--- src/rtl/clink_pkg.sv ---
// ============================================================================
//  Module      : clink_pkg
//  Description : Shared types, constants and helpers for the Camera Link
//                frame packer.
//  Revision    : 1.0 - initial release
// ============================================================================
`default_nettype none

package clink_pkg;

    typedef enum logic [1:0] {
        ST_IDLE    = 2'd0,
        ST_FRAME   = 2'd1,
        ST_DISCARD = 2'd2
    } state_t;

    localparam int c_FRAME_CNT_W = 32;
    localparam int c_DROP_CNT_W  = 16;

    // Number of tap-groups that fit in one output beat.
    function automatic int groups_per_beat(input int out_w, input int taps, input int pix_w);
        return out_w / (taps * pix_w);
    endfunction

endpackage

`default_nettype wire

--- src/rtl/clink_sync_fifo.sv ---
// ============================================================================
//  Module      : clink_sync_fifo
//  Description : Show-ahead synchronous FIFO with full/empty flags.
//  Revision    : 1.0 - initial release
// ============================================================================
`default_nettype none

module clink_sync_fifo #(
    parameter int WIDTH = 8,
    parameter int DEPTH = 16
) (
    input  logic             clk,
    input  logic             rst_n,
    input  logic             i_wr_en,
    input  logic [WIDTH-1:0] i_wr_data,
    output logic             o_full,
    input  logic             i_rd_en,
    output logic [WIDTH-1:0] o_rd_data,
    output logic             o_empty
);

    localparam int c_ADDR_W = $clog2(DEPTH);

    if ((DEPTH < 4) || ((DEPTH & (DEPTH - 1)) != 0)) begin : g_bad_depth
        $error("clink_sync_fifo: DEPTH must be a power of two and at least 4");
    end

    logic [WIDTH-1:0]    r_mem [DEPTH];
    logic [c_ADDR_W-1:0] r_wptr;
    logic [c_ADDR_W-1:0] r_rptr;
    logic [c_ADDR_W:0]   r_count;
    logic                w_rd;
    logic                w_wr;

    // A simultaneous read frees the slot, so a write into a full FIFO is accepted.
    assign w_rd = i_rd_en && !o_empty;
    assign w_wr = i_wr_en && (!o_full || w_rd);

    always_ff @(posedge clk or negedge rst_n) begin
        if (!rst_n) begin
            r_wptr  <= '0;
            r_rptr  <= '0;
            r_count <= '0;
        end else begin
            if (w_wr) r_wptr <= r_wptr + 1'b1;
            if (w_rd) r_rptr <= r_rptr + 1'b1;
            if (w_wr && !w_rd)      r_count <= r_count + 1'b1;
            else if (w_rd && !w_wr) r_count <= r_count - 1'b1;
        end
    end

    always_ff @(posedge clk) begin
        if (w_wr) r_mem[r_wptr] <= i_wr_data;
    end

    assign o_full    = (r_count == (c_ADDR_W + 1)'(DEPTH));
    assign o_empty   = (r_count == '0);
    assign o_rd_data = o_empty ? '0 : r_mem[r_rptr];

endmodule

`default_nettype wire

--- src/rtl/clink_frame_packer.sv ---
// ============================================================================
//  Module      : clink_frame_packer
//  Description : Camera Link ROI crop and pixel packer onto AXI4-Stream.
//                Define CLINK_TEST_PATTERN_EN to add the cfg_test_pattern port.
//  Revision    : 1.0 - initial release
// ============================================================================
`default_nettype none

module clink_frame_packer
    import clink_pkg::*;
#(
    parameter int TAPS        = 4,
    parameter int PIXEL_WIDTH = 8,
    parameter int OUT_WIDTH   = 128,
    parameter int FIFO_DEPTH  = 16,
    parameter int COORD_WIDTH = 12
) (
    input  logic                        s_axi_aclk,
    input  logic                        s_axi_aresetn,
    input  logic                        cfg_enable,
    input  logic [COORD_WIDTH-1:0]      cfg_x_start,
    input  logic [COORD_WIDTH-1:0]      cfg_x_size,
    input  logic [COORD_WIDTH-1:0]      cfg_y_start,
    input  logic [COORD_WIDTH-1:0]      cfg_y_size,
`ifdef CLINK_TEST_PATTERN_EN
    input  logic                        cfg_test_pattern,
`endif
    input  logic                        fval,
    input  logic                        lval,
    input  logic                        dval,
    input  logic [TAPS*PIXEL_WIDTH-1:0] pix_data,
    output logic [OUT_WIDTH-1:0]        m_axis_tdata,
    output logic                        m_axis_tvalid,
    input  logic                        m_axis_tready,
    output logic                        m_axis_tlast,
    output logic                        m_axis_tuser,
    output logic [c_FRAME_CNT_W-1:0]    frame_count,
    output logic [c_DROP_CNT_W-1:0]     drop_count,
    output logic                        overflow,
    output logic                        busy
);

    localparam int c_GRP_W  = TAPS * PIXEL_WIDTH;
    localparam int c_GROUPS = groups_per_beat(OUT_WIDTH, TAPS, PIXEL_WIDTH);
    localparam int c_SLOT_W = (c_GROUPS > 1) ? $clog2(c_GROUPS) : 1;
    localparam int c_ROI_W  = COORD_WIDTH + 1;
    localparam logic [c_SLOT_W-1:0] c_LAST_SLOT = c_SLOT_W'(c_GROUPS - 1);

    if ((OUT_WIDTH % c_GRP_W) != 0) begin : g_bad_width
        $error("clink_frame_packer: OUT_WIDTH must be a multiple of TAPS*PIXEL_WIDTH");
    end

    typedef struct packed {
        logic [OUT_WIDTH-1:0] data;
        logic                 last;
        logic                 user;
    } beat_t;

    state_t                   r_state;
    logic                     r_fval, r_fval_d, r_lval, r_lval_d, r_dval;
    logic [c_GRP_W-1:0]       r_pix;
    logic [COORD_WIDTH-1:0]   r_col, r_row;
    logic [c_ROI_W-1:0]       r_x_start, r_x_end, r_y_start, r_y_end;
    logic [OUT_WIDTH-1:0]     r_acc;
    logic [c_SLOT_W-1:0]      r_slot;
    logic                     r_first, r_produced, r_beat_vld, r_overflow;
    beat_t                    r_beat;
    logic [c_FRAME_CNT_W-1:0] r_frame_cnt;
    logic [c_DROP_CNT_W-1:0]  r_drop_cnt;

    logic w_fval_rise, w_fval_fall, w_lval_rise, w_lval_fall;
    logic w_keep, w_full_grp, w_flush, w_emit, w_last_col;
    logic w_wr_try, w_rd, w_ovf, w_fifo_full, w_fifo_empty;
    logic [COORD_WIDTH-1:0] w_col;
    logic [c_ROI_W-1:0]     w_col_ext, w_row_ext;
    logic [c_GRP_W-1:0]     w_grp;
    logic [OUT_WIDTH-1:0]   w_acc_ins;
    beat_t                  w_wr_beat, w_rd_beat;

    assign w_fval_rise = r_fval & ~r_fval_d;
    assign w_fval_fall = ~r_fval & r_fval_d;
    assign w_lval_rise = r_lval & ~r_lval_d;
    assign w_lval_fall = ~r_lval & r_lval_d;

    assign w_col     = w_lval_rise ? '0 : r_col;
    assign w_col_ext = {1'b0, w_col};
    assign w_row_ext = {1'b0, r_row};

    assign w_keep = (r_state == ST_FRAME) && r_lval && r_dval &&
                    (w_col_ext >= r_x_start) && (w_col_ext < r_x_end) &&
                    (w_row_ext >= r_y_start) && (w_row_ext < r_y_end);
    assign w_full_grp = w_keep && (r_slot == c_LAST_SLOT);
    assign w_flush    = (r_state == ST_FRAME) && w_lval_fall && (r_slot != '0);
    assign w_emit     = w_full_grp || w_flush;
    assign w_last_col = ((w_col_ext + 1'b1) == r_x_end);

`ifdef CLINK_TEST_PATTERN_EN
    logic               r_tp;
    logic [c_GRP_W-1:0] w_tp_grp;
    for (genvar t = 0; t < TAPS; t++) begin : g_tp
        assign w_tp_grp[t*PIXEL_WIDTH +: PIXEL_WIDTH] = PIXEL_WIDTH'(int'(w_col) * TAPS + t);
    end
    assign w_grp = r_tp ? w_tp_grp : r_pix;
`else
    assign w_grp = r_pix;
`endif

    always_comb begin
        w_acc_ins = r_acc;
        w_acc_ins[r_slot*c_GRP_W +: c_GRP_W] = w_grp;
    end

    // A full beat still queued when its line ends (ROI wider than the line) gets tlast here.
    always_comb begin
        w_wr_beat      = r_beat;
        w_wr_beat.last = r_beat.last | w_lval_fall;
    end

    assign w_wr_try = r_beat_vld && (r_state != ST_DISCARD);
    assign w_rd     = m_axis_tready && !w_fifo_empty;
    assign w_ovf    = w_wr_try && w_fifo_full && !w_rd;

    always_ff @(posedge s_axi_aclk or negedge s_axi_aresetn) begin
        if (!s_axi_aresetn) begin
            r_state     <= ST_IDLE;
            // Treat FVAL as already high so a frame in progress at release is not joined.
            r_fval      <= 1'b1;
            r_fval_d    <= 1'b1;
            r_lval      <= 1'b0;
            r_lval_d    <= 1'b0;
            r_dval      <= 1'b0;
            r_pix       <= '0;
            r_col       <= '0;
            r_row       <= '0;
            r_x_start   <= '0;
            r_x_end     <= '0;
            r_y_start   <= '0;
            r_y_end     <= '0;
            r_acc       <= '0;
            r_slot      <= '0;
            r_first     <= 1'b0;
            r_produced  <= 1'b0;
            r_beat      <= '0;
            r_beat_vld  <= 1'b0;
            r_overflow  <= 1'b0;
            r_frame_cnt <= '0;
            r_drop_cnt  <= '0;
`ifdef CLINK_TEST_PATTERN_EN
            r_tp        <= 1'b0;
`endif
        end else begin
            r_fval   <= fval;
            r_fval_d <= r_fval;
            r_lval   <= lval;
            r_lval_d <= r_lval;
            r_dval   <= dval;
            r_pix    <= pix_data;

            if (w_lval_rise)          r_col <= r_dval ? COORD_WIDTH'(1) : '0;
            else if (r_lval && r_dval) r_col <= r_col + 1'b1;
            if (w_lval_fall)          r_row <= r_row + 1'b1;

            r_beat_vld <= 1'b0;
            if (w_emit) begin
                r_beat.data <= w_full_grp ? w_acc_ins : r_acc;
                r_beat.last <= w_full_grp ? w_last_col : 1'b1;
                r_beat.user <= r_first;
                r_beat_vld  <= 1'b1;
                r_acc       <= '0;
                r_slot      <= '0;
                r_first     <= 1'b0;
                r_produced  <= 1'b1;
            end else if (w_keep) begin
                r_acc  <= w_acc_ins;
                r_slot <= r_slot + 1'b1;
            end

            if (w_ovf) begin
                r_overflow <= 1'b1;
                if (r_drop_cnt != '1) r_drop_cnt <= r_drop_cnt + 1'b1;
            end

            case (r_state)
                ST_IDLE: begin
                    if (w_fval_rise && cfg_enable) begin
                        r_state    <= ST_FRAME;
                        r_row      <= '0;
                        r_acc      <= '0;
                        r_slot     <= '0;
                        r_first    <= 1'b1;
                        r_produced <= 1'b0;
                        r_x_start  <= {1'b0, cfg_x_start};
                        r_x_end    <= {1'b0, cfg_x_start} + {1'b0, cfg_x_size};
                        r_y_start  <= {1'b0, cfg_y_start};
                        r_y_end    <= {1'b0, cfg_y_start} + {1'b0, cfg_y_size};
`ifdef CLINK_TEST_PATTERN_EN
                        r_tp       <= cfg_test_pattern;
`endif
                    end
                end
                ST_FRAME: begin
                    if (w_fval_fall) begin
                        r_state <= ST_IDLE;
                        if ((r_produced || w_emit) && !w_ovf) r_frame_cnt <= r_frame_cnt + 1'b1;
                    end else if (w_ovf) begin
                        r_state <= ST_DISCARD;
                    end
                end
                ST_DISCARD: begin
                    if (w_fval_fall) r_state <= ST_IDLE;
                end
                default: r_state <= ST_IDLE;
            endcase
        end
    end

    clink_sync_fifo #(
        .WIDTH ($bits(beat_t)),
        .DEPTH (FIFO_DEPTH)
    ) u_fifo (
        .clk       (s_axi_aclk),
        .rst_n     (s_axi_aresetn),
        .i_wr_en   (w_wr_try),
        .i_wr_data (w_wr_beat),
        .o_full    (w_fifo_full),
        .i_rd_en   (m_axis_tready),
        .o_rd_data (w_rd_beat),
        .o_empty   (w_fifo_empty)
    );

    assign m_axis_tdata  = w_rd_beat.data;
    assign m_axis_tlast  = w_rd_beat.last;
    assign m_axis_tuser  = w_rd_beat.user;
    assign m_axis_tvalid = !w_fifo_empty;
    assign frame_count   = r_frame_cnt;
    assign drop_count    = r_drop_cnt;
    assign overflow      = r_overflow;
    assign busy          = (r_state != ST_IDLE);

endmodule

`default_nettype wire

--- config.mk ---
export PLATFORM = sky130hd
export DESIGN_NAME = clink_frame_packer
export DESIGN_NICKNAME = d
export VERILOG_FILES = /design/src/rtl/clink_pkg.sv /design/src/rtl/clink_sync_fifo.sv /design/src/rtl/clink_frame_packer.sv
export SDC_FILE = /design/constraint.sdc
export NUM_CORES = 2
export LEC_CHECK = 0
export CORE_UTILIZATION = 35
export CTS_BUF_LIST = sky130_fd_sc_hd__clkbuf_16
export CTS_CLUSTER_SIZE = 12
export DETAILED_ROUTE_END_ITERATION = 7
export HOLD_SLACK_MARGIN = 0.15
export SLEW_MARGIN = 20
export SYNTH_ARGS = -nofsm -noshare
export SYNTH_HDL_FRONTEND = slang
export SYNTH_HIERARCHICAL = 1
export SYNTH_SLANG_ARGS = --single-unit
--- constraint.sdc ---
create_clock -name s_axi_aclk -period 17.2 [get_ports s_axi_aclk]
set_input_delay 4.3 -clock s_axi_aclk [delete_from_list [all_inputs] [get_ports s_axi_aclk]]
set_output_delay 4.3 -clock s_axi_aclk [all_outputs]
set_load 0.1 [all_outputs]
==> flow_summary.json <==
{
  "endpoint": "m_axis_tdata[92]",
  "place_congestion": 0.780,
  "pre_cts_slack_ns": 7.59,
  "ys_warn_count": 6,
  "synth_flop_cell": "edfxtp_1",
  "wirelength_mm": 264,
  "grt_pass1_vias": 54900,
  "io_buffers": 267,
  "cts_sinks": 2518,
  "synthesis.area_sq_um": 99300,
  "drv_cap": 0,
  "post-route-min-period_ns": 10.41,
  "cp-startpoint": "u_fifo/r_count[0]$_DFFE_PN0P_",
  "max_stage_delay_ns": 1.10,
  "drc_errors": 0,
  "fmaxAchievable_mhz": 96.1,
  "synth_cell_types": 71,
  "arrival_ns": 6.11,
  "p_leak_uw": 0.0431,
  "yosysTopAreaCell": "edfxtp_1",
  "synthToLayoutAreaGrowth_pct": 14.9,
  "critPathTopFamily": "buffers and inverters",
  "antenna_found_initial": 10,
  "synth.area.top_cells": "edfxtp_1 (63%), dfrtp_1 (11%), mux4_2 (5.9%), mux2i_1 (5.6%), a22oi_1 (3.7%)",
  "vias_per_cell": 5.36,
  "htree_levels": 5,
  "rsz0062_at_grt": "no",
  "fin_setup_tns_ns": 0,
  "grt_max_degree": 147,
  "cp_common_cell": "buf_4",
  "io_pins": 268,
  "insertion_delay_ns": 0.86,
  "vias": 54200,
  "ir_worst_vdd_uv": 145,
  "syn-num-nets": 6012,
  "std_cell_rows": 195,
  "fin_nets": 6330,
  "end_kind": "primary output",
  "root_buffer": "clkbuf_16",
  "die_h_um": 535,
  "synth-edff-count": 2080,
  "hold_path.class": "register to register",
  "die_x_um": 535,
  "relSlewSlack_pct": 21.8,
  "syn_inst": 5834,
  "crit_type": "register to primary output",
  "r2r-end": "r_beat[38]$_DFFE_PN0P_",
  "cts_max_path_buffers": 4,
  "synth-seq-area-share_pct": 73.9,
  "postSynthAreaPerCell_sq_um": 17.0,
  "cts.reportedPaths.clkPinSlew_ns": 0.06,
  "setup_viol": 0,
  "hold_buffers": 0,
  "tightest_slew_ns": 1.17,
  "hold_viol": 0,
  "critical-path-slowest-cell": "clkdlybuf4s50_1",
  "drtIter0Drc": 4831,
  "period_share_pct": 60.5,
  "coreArea_sq_um": 282000,
  "grt_pass1_wl_mm": 381,
  "dpl.hpwl_mm": 141,
  "crit_path_start_kind": "register",
  "skew_ns": 0.101,
  "regToRegSetupSlack_ns": 11.92,
  "cellPowerDensity_nw_per_um2": 151,
  "path_cells": "nor4_4, nand2_2, nand2b_4, buf_4, buf_4, o21ai_1, clkdlybuf4s50_1",
  "reg2reg_from": "r_lval$_DFF_PN0_",
  "required_ns": 12.90,
  "initial_core_util_pct": 35.2,
  "cts_resized": 0,
  "timing.final.ws_setup_ns": 6.79,
  "outcome": "complete, no violations",
  "drive_gt1_share_pct": 12.2,
  "cts_buffers": 275,
  "first_pass_iters": 7,
  "finalMaxSlewViolations": 0,
  "postCtsSetupBuffers": 0,
  "die_area_sq_um": 286000,
  "grtUsageTotal_pct": 18.2,
  "grt_overflow": 0,
  "crit_path_max_fanout": 53,
  "ant_nets": 0,
  "async_reset_ff_share_pct": 17.4,
  "wl_per_cell_um": 26.1,
  "worstRegToRegCells": 12,
  "cts_tree": "done",
  "critPathBufInv": 3,
  "cp.depth": 7,
  "synth_seq_cells": 2518,
  "yosysTopAreaCellShare_pct": 62.9
}
## flip-flops by register name, indices dropped and copies added (netlist names), 2 cells and up
register,cells
r_y_end,13
u_fifo/r_rptr,4
u_fifo/r_count,5
r_row,12
r_x_end,13
r_beat,130
frame_count,32
u_fifo/r_mem,2080
r_y_start,12
r_state,2
r_acc,128
r_x_start,12
r_pix,32
u_fifo/r_wptr,4
r_slot,2
r_col,12
drop_count,16
## where the power goes
| part | leakage (uW) | switching (uW) | internal (uW) | total (uW) |
|---|---|---|---|---|
| combinational | 0.0116 | 3790 | 1330 | 5120 |
| sequential | 0.0271 | 143 | 6580 | 6720 |
| clock | 0.00444 | 2340 | 3050 | 5390 |
| total | 0.0431 | 6270 | 11000 | 17200 |
## cells in the mapped netlist (all sizes together) (11+ instances only)
cell type,count
and3,52
buf,214
nor2b,15
and2,16
o21ai,204
edfxtp,2080
a22oi,483
nor2,70
mux2i,553
ha,88
mux4,260
nand3,30
xor2,40
dfrtp,436
inv,81
nand2b,19
and4,11
xnor2,53
a21oi,204
or3,18
clkbuf,107
nand4,23
nand2,647
nor3,36
## cell type report
type / instances / area (sq um)
Antenna cell: 7 / 17.5
Multi-Input combinational cell: 2914 / 24000
Inverter: 81 / 304
Sequential cell: 2518 / 73400
Clock buffer: 279 / 6980
Tap cell: 3743 / 4680
Timing Repair Buffer: 362 / 3470
Clock inverter: 205 / 1200
Fill cell: 25100 / 168000
## layer usage
layer	vias to the layer above	GRT usage, %	routed length, um
met5	-	0	35
li1	23400	-	-
met1	28400	24.7	112000
met4	6	5.58	8240
met2	1910	29.1	123000
met3	400	3.96	20500
## through the flow
| step | cells | cell area (sq um) | hold slack (ns) | util, % | total power, uW |
|---|---|---|---|---|---|
| 2_1_floorplan | 5834 | 99300 | 0.361 | - | 10500 |
| 3_3_place_gp | 9617 | 106000 | 0.396 | 37.5 | 12000 |
| 3_5_place_dp | 9617 | 106000 | 0.394 | 37.5 | 12000 |
| 4_1_cts | 10100 | 114000 | 0.414 | 40.4 | 17400 |
| 5_1_grt | 10100 | 114000 | 0.412 | 40.4 | 17800 |
| 6_report | 10100 | 114000 | 0.413 | 40.4 | 17200 |
## how the worst min path moves through the flow
stage	start	endpoint	slack [ns]	cells after the start
after floorplan	r_fval$_DFF_PN1_	r_fval_d$_DFF_PN1_	0.36	0
after global placement	r_fval$_DFF_PN1_	r_fval_d$_DFF_PN1_	0.40	0
after detailed placement	r_fval$_DFF_PN1_	r_fval_d$_DFF_PN1_	0.39	0
after CTS	r_fval$_DFF_PN1_	r_fval_d$_DFF_PN1_	0.41	0
after global routing	r_fval$_DFF_PN1_	r_fval_d$_DFF_PN1_	0.41	0
final	r_fval$_DFF_PN1_	r_fval_d$_DFF_PN1_	0.41	0
## cell usage in the layout (no fill, tap or decap), drive strengths merged, types with 16 or more instances in the layout
| cell type | n |
|---|---|
| mux2i | 553 |
| clkbuf | 279 |
| nand2 | 647 |
| clkdlybuf4s50 | 240 |
| and3 | 52 |
| nor3 | 36 |
| a21oi | 204 |
| nand3 | 30 |
| nand2b | 19 |
| inv | 211 |
| nand4 | 23 |
| dfrtp | 436 |
| and2 | 16 |
| xor2 | 40 |
| nor2 | 70 |
| edfxtp | 2080 |
| ha | 88 |
| xnor2 | 53 |
| a22oi | 483 |
| o21ai | 204 |
| mux4 | 260 |
| buf | 122 |
| or3 | 18 |
| clkinv | 68 |
## logic make-up after synthesis
logic type,synth area share [%]
simple gates,4.25
compound gates,6.20
fa+ha+maj,1.17
xor+xnor,0.843
mux,11.5
buf+inv,2.07
flops,73.9
(Power assumes the default switching activity.)
